<file path="src/rtl/booth_pkg.sv">
// Shared types and helpers for the radix-2 Booth sequencing controller.
// Optional feature macro: BOOTH_ZERO_SKIP_EN (see booth_seq_ctrl.sv).
package booth_pkg;

    typedef enum logic [2:0] {
        IDLE  = 3'd0,
        LOAD  = 3'd1,
        ARITH = 3'd2,
        SHIFT = 3'd3,
        DONE  = 3'd4
    } state_e;

    typedef enum logic [1:0] {
        NOP = 2'd0,
        ADD = 2'd1,
        SUB = 2'd2
    } op_e;

    // Width needed to hold the values 0..n inclusive.
    function automatic int cnt_width(input int n);
        return $clog2(n + 1);
    endfunction

    // Radix-2 Booth recoding of the {Q[0], Q-1} pair.
    function automatic op_e decode_op(input logic q0, input logic qm1);
        op_e op;
        case ({q0, qm1})
            2'b10:   op = SUB;
            2'b01:   op = ADD;
            default: op = NOP;
        endcase
        return op;
    endfunction

endpackage

</file>
<file path="src/rtl/booth_iter_cnt.sv">
// Loadable down-counter holding the remaining Booth iterations.
// Clear and load have priority over decrement; reset is asynchronous active-low.
module booth_iter_cnt #(
    parameter int W = 4
) (
    input  logic         clk,
    input  logic         rst_n,
    input  logic         clr,
    input  logic         load,
    input  logic         dec,
    input  logic [W-1:0] load_val,
    output logic [W-1:0] cnt,
    output logic         is_one
);

    logic [W-1:0] cnt_r;

    // Iteration count register: clear, reload, or step down by one.
    always_ff @(posedge clk or negedge rst_n) begin
        if (!rst_n) begin
            cnt_r <= {W{1'b0}};
        end else if (clr) begin
            cnt_r <= {W{1'b0}};
        end else if (load) begin
            cnt_r <= load_val;
        end else if (dec) begin
            cnt_r <= cnt_r - W'(1);
        end else begin
            cnt_r <= cnt_r;
        end
    end

    assign cnt    = cnt_r;
    assign is_one = (cnt_r == W'(1));

endmodule

</file>
<file path="src/rtl/booth_seq_ctrl.sv">
// Sequencing controller for a radix-2 Booth multiplier datapath.
// Issues load / add / sub / shift strobes for N iterations and holds done_o
// until res_ack_i. Define BOOTH_ZERO_SKIP_EN to fold the shift into the
// ARITH cycle whenever the Booth pair calls for no add/sub.
module booth_seq_ctrl
    import booth_pkg::*;
#(
    parameter  int N     = 8,
    localparam int CNT_W = cnt_width(N)
) (
    input  logic             clk,
    input  logic             rst_n,
    input  logic             start_i,
    output logic             ready_o,
    input  logic             abort_i,
    input  logic             q0_i,
    input  logic             qm1_i,
    output logic             load_o,
    output logic             add_o,
    output logic             sub_o,
    output logic             shift_o,
    output logic             busy_o,
    output logic             done_o,
    input  logic             res_ack_i,
    output logic [CNT_W-1:0] iter_o
);

    state_e           state_r;
    logic             ready_r;
    logic             busy_r;
    logic             done_r;
    logic             load_r;
    logic             shift_r;

    op_e              op_s;
    logic             add_s;
    logic             sub_s;
    logic             skip_s;
    logic             is_one_s;
    logic [CNT_W-1:0] iter_s;

    // Booth decode in ARITH; abort suppresses every strobe in its cycle.
    always_comb begin
        op_s   = decode_op(q0_i, qm1_i);
        add_s  = 1'b0;
        sub_s  = 1'b0;
        skip_s = 1'b0;
        if ((state_r == ARITH) && !abort_i) begin
            add_s  = (op_s == ADD);
            sub_s  = (op_s == SUB);
`ifdef BOOTH_ZERO_SKIP_EN
            skip_s = (op_s == NOP);
`else
            skip_s = 1'b0;
`endif
        end else begin
            add_s  = 1'b0;
            sub_s  = 1'b0;
            skip_s = 1'b0;
        end
    end

    // Main FSM; status flags and load/shift strobes are registered with the state.
    always_ff @(posedge clk or negedge rst_n) begin
        if (!rst_n) begin
            state_r <= IDLE;
            ready_r <= 1'b1;
            busy_r  <= 1'b0;
            done_r  <= 1'b0;
            load_r  <= 1'b0;
            shift_r <= 1'b0;
        end else if (abort_i) begin
            // Abort also blocks acceptance when already idle.
            state_r <= IDLE;
            ready_r <= 1'b1;
            busy_r  <= 1'b0;
            done_r  <= 1'b0;
            load_r  <= 1'b0;
            shift_r <= 1'b0;
        end else begin
            case (state_r)
                IDLE: begin
                    if (start_i) begin
                        state_r <= LOAD;
                        ready_r <= 1'b0;
                        busy_r  <= 1'b1;
                        load_r  <= 1'b1;
                    end else begin
                        state_r <= IDLE;
                    end
                end
                LOAD: begin
                    state_r <= ARITH;
                    load_r  <= 1'b0;
                end
                ARITH: begin
`ifdef BOOTH_ZERO_SKIP_EN
                    if (op_s == NOP) begin
                        if (is_one_s) begin
                            state_r <= DONE;
                            busy_r  <= 1'b0;
                            done_r  <= 1'b1;
                        end else begin
                            state_r <= ARITH;
                        end
                    end else begin
                        state_r <= SHIFT;
                        shift_r <= 1'b1;
                    end
`else
                    state_r <= SHIFT;
                    shift_r <= 1'b1;
`endif
                end
                SHIFT: begin
                    shift_r <= 1'b0;
                    if (is_one_s) begin
                        state_r <= DONE;
                        busy_r  <= 1'b0;
                        done_r  <= 1'b1;
                    end else begin
                        state_r <= ARITH;
                    end
                end
                DONE: begin
                    if (res_ack_i) begin
                        state_r <= IDLE;
                        ready_r <= 1'b1;
                        done_r  <= 1'b0;
                    end else begin
                        state_r <= DONE;
                    end
                end
                default: begin
                    state_r <= IDLE;
                    ready_r <= 1'b1;
                    busy_r  <= 1'b0;
                    done_r  <= 1'b0;
                    load_r  <= 1'b0;
                    shift_r <= 1'b0;
                end
            endcase
        end
    end

    assign load_o  = load_r & ~abort_i;
    assign shift_o = (shift_r | skip_s) & ~abort_i;
    assign add_o   = add_s;
    assign sub_o   = sub_s;
    assign ready_o = ready_r;
    assign busy_o  = busy_r;
    assign done_o  = done_r;
    assign iter_o  = iter_s;

    booth_iter_cnt #(
        .W(CNT_W)
    ) u_iter_cnt (
        .clk      (clk),
        .rst_n    (rst_n),
        .clr      (abort_i),
        .load     (load_o),
        .dec      (shift_o),
        .load_val (CNT_W'(N)),
        .cnt      (iter_s),
        .is_one   (is_one_s)
    );

endmodule

</file>
<file path="config.mk">
export PLATFORM = sky130hd
export DESIGN_NAME = booth_seq_ctrl
export DESIGN_NICKNAME = d
export VERILOG_FILES = /design/src/rtl/booth_pkg.sv /design/src/rtl/booth_iter_cnt.sv /design/src/rtl/booth_seq_ctrl.sv
export SDC_FILE = /design/constraint.sdc
export NUM_CORES = 1
export LEC_CHECK = 0
export BUFFER_PORTS_ARGS = -buffer_cell sky130_fd_sc_hd__buf_2
export CORE_AREA = 2 2 43 45
export DETAILED_ROUTE_END_ITERATION = 10
export DIE_AREA = 0 0 45 47
export PLACE_DENSITY_LB_ADDON = 0.2
export SLEW_MARGIN = 30
export SYNTH_ARGS = -nofsm -noshare
export SYNTH_HDL_FRONTEND = slang
export SYNTH_SLANG_ARGS = --single-unit
</file>
<file path="constraint.sdc">
create_clock -name clk -period 1.45 [get_ports clk]
set_clock_uncertainty 0.2 [all_clocks]
set_input_delay 0.29 -clock clk [delete_from_list [all_inputs] [get_ports clk]]
set_output_delay 0.29 -clock clk [all_outputs]
set_load 0.01 [all_outputs]
</file>
==> results by group <==
STA
  • Tmin final: 1.74 ns
  • Final Max Tran Viols: 0
  • Worst Max-Slew Pin Slew: 0.340 ns
  • Slew HR: 77.2%
  • Setup TNS: -0.963 ns
  • # setup viols final: 6
  • RSZ-0062 raised after global routing: true
  • Final period util: 120%
  • Hold Vio Cnt, Final: 0
  • Hold WS: 0.129 ns
  • Max Clk Rate: 575 MHz
  • Final WS setup: -0.289 ns

Yosys
  • Sequential share of the synthesized area: 43.1%
  • Yosys Warn Count: 0
  • Syn_area_per_cell: 9.85 um2
  • Post-synthesis simple-gate area fraction: 28.1%
  • Flops & latches, synth: 12
  • Largest family of logic cells by synthesized area: simple AND/OR/NAND/NOR gates
  • Post-synthesis adder-cell area fraction: 3.58%
  • Number of synthesized flops with an enable pin: 0
  • Synth top area share: 39.4%
  • Commonest cells post-synth: 11 x dfrtp_1, 6 x nand2_1, 6 x nor2_1, 5 x nor2b_1, 5 x nor3_1
  • Mapped Area: 699 um2
  • Synth top area cells: dfrtp_1 39%, nor2b_1 4.5%, dfstp_2 3.8%
  • Area fraction in compound gates after synthesis: 12.9%
  • Mapped Cells: 71
  • Syn_nets: 80
  • Mux cell area share after synthesis: 1.61%
  • Async SR Flop Fraction: 100%
  • Post-Synth XOR/XNOR Area: 3.76%
  • Most common cell in the synthesized netlist: dfrtp_1
  • Yosys cell types: 30
  • Largest area contributor in the netlist: dfrtp_1
  • Ys flop type: dfrtp_1

Floorplanning
  • Starting density of the core: 42.3%
  • Core Rows: 15
  • Area of the die: 0.00212 mm2
  • Core ar.: 0.00165 mm2
  • Die H: 47 um
  • Ports: 18
  • Die width: 45 um

CTS
  • TritonCTS clock tree: yes
  • # H-tree levels: 1
  • Clock Path Buffers: 2
  • Root buffer cell: clkbuf_4
  • CTS Sinks: 12
  • Num CTS Buffers: 3
  • Worst-skew pair later-pin latency: 0.28 ns
  • Clock Pin Slew Worst Setup and Hold Paths: 0.08 ns

Routing
  • Routed Antenna Nets: 0
  • DRC Markers: 0
  • Routed WL: 1770 um
  • Vias per cell: 5.16
  • Drt first pass iters: 4
  • Iter 0 DRT Violations: 11
  • Wire per inst: 14.0 um
  • Via count: 655

Worst hold path
  • Tightest Hold Check Type: primary input to register
  • Hold_sp: res_ack_i

Placement
  • HPWL Detailed: 1200 um
  • DP Worst Slack: -0.111 ns
  • Port Buffers: 17
  • GP Congestion: 0.745
  • Area post-placement: 918 um2

Pwr
  • Worst vdd ir: 791 uV
  • Flop pwr share: 42.1%
  • Pleak: 0.524 nW
  • Psw: 0.000301 W
  • Internal power: 0.000666 W
  • Share of total power in the clock network: 22.0%
  • Cell Pwr Density: 886 mW/mm2
  • Switching share of power: 31.1%
  • Logic pwr share: 35.9%

Cells and area
  • Diode count: 0
  • Layout Nets: 120
  • Fraction of layout cells with a size suffix above 1: 56.4%
  • Area grow syn2layout: 55.8%
  • Fin area: 0.00109 mm2
  • Final core occ: 66.0%

Global routing
  • Initial antenna violation count: 0
  • Largest net degree at the start of global routing: 13
  • Global route overflow: 0
  • Total Routing Usage GR: 19.6%
  • First-pass GRT wire length: 2850 um
  • Number of global-route vias before repair: 620

Worst setup path
  • Crit path kind: register to output pin
  • Data required, critical path: 0.96 ns
  • Startpoint types: register
  • CP Launch Point: state_r[2]$_DFF_PN0_
  • Worst EP arrival: 1.25 ns
  • RR Startpoint: state_r[2]$_DFF_PN0_
  • CP max FO: 2
  • Setup crit end kind: output pin

Flow run
  • Maxcap violations: 0

Run status
  • Status: finished, violations left
  • Failing checks: negative setup slack
## through the flow
| step | power, W | instances |
|---|---|---|
| 2_1_floorplan | 0.000564 | 71 |
| 3_3_place_gp | 0.000669 | 115 |
| 3_5_place_dp | 0.000674 | 115 |
| 4_1_cts | 0.000924 | 123 |
| 5_1_grt | 0.00103 | 127 |
| 6_report | 0.000966 | 127 |
## final timing paths
path | to | slack, ns | depth (start not counted)
max | add_o | -0.29 | 4
min in group asynchronous | u_iter_cnt.cnt[2]$_DFFE_PN0P_ | 0.21 | 2
min reg2reg | u_iter_cnt.cnt[1]$_DFFE_PN0P_ | 0.35 | 2
min | ready_o$_DFFE_PN1P_ | 0.13 | 3
max reg2reg | busy_o$_DFFE_PN0P_ | -0.20 | 6
max in group asynchronous | ready_o$_DFFE_PN1P_ | 0.56 | 2
## worst max-delay path, stage by stage, from the launching register on
cell and delay, ns:
dfrtp_1 0.41, nor2_4 0.12, nand2_4 0.08, nor4b_4 0.20
buf_2 0.16
## cells by family after synthesis
kind of cell             Yosys count
AND/OR/NAND/NOR                   32
AO/OA/AOI/OAI                     13
flip-flops                        12
buffers and inverters              8
XOR/XNOR                           3
adder cells (fa/ha/maj)            2
multiplexers                       1
## area by class of cell
cell class / instances / area (um2)
Inverter: 4 / 15.0
Timing Repair Buffer: 39 / 283
Sequential cell: 12 / 304
Multi-Input combinational cell: 51 / 440
Fill cell: 132 / 562
Clock buffer: 4 / 26.3
Tap cell: 17 / 21.3
## routing by layer
| layer | up-vias | global-route usage (%) | share of wire (%) |
|---|---|---|---|
| met3 | 6 | 6.15 | 4.2 |
| met2 | 13 | 31.7 | 51 |
| met4 | 0 | 9.41 | 2.5 |
| met1 | 313 | 23.9 | 42 |
| met5 | - | 0 | 0 |
| li1 | 323 | - | - |
## state kept, by name, summed over array words and instances, names as in the netlist
name and count:
u_iter_cnt.cnt 4, shift_r 1, ready_o 1, state_r 3, load_r 1, done_o 1
busy_o 1
## cells in the final DEF (no fill, tap or decap), types with 3 or more instances in the layout
| master | count |
|---|---|
| nor2_1 | 5 |
| nand2_1 | 5 |
| buf_6 | 6 |
| buf_2 | 14 |
| a21oi_1 | 3 |
| clkbuf_4 | 3 |
| nor2b_1 | 5 |
| buf_4 | 18 |
| dfrtp_1 | 9 |
| nor3_1 | 3 |
| o21ai_1 | 3 |
| nor2_4 | 3 |
| nor4b_4 | 3 |
## power groups by stage
| stage | clock, W | combinational [W] | sequential (W) |
|---|---|---|---|
| 2_1_floorplan | 0 | 0.000144 | 0.000420 |
| 3_3_place_gp | 0 | 0.000258 | 0.000412 |
| 3_5_place_dp | 0 | 0.000260 | 0.000414 |
| 4_1_cts | 0.000220 | 0.000299 | 0.000405 |
| 5_1_grt | 0.000235 | 0.000383 | 0.000411 |
| 6_report | 0.000212 | 0.000347 | 0.000407 |
## timing repair
action | 4_1_cts | 5_1_grt
resized for setup | 9 | 7
setup buffers | 3 | 4
hold buffers | 1 | 0
hold endpoints to repair | 12 | 0
pin swaps | 7 | 4
gates cloned | 0 | 0
endpoints found under the setup margin | 8 | 14
(Power assumes the default switching activity.)
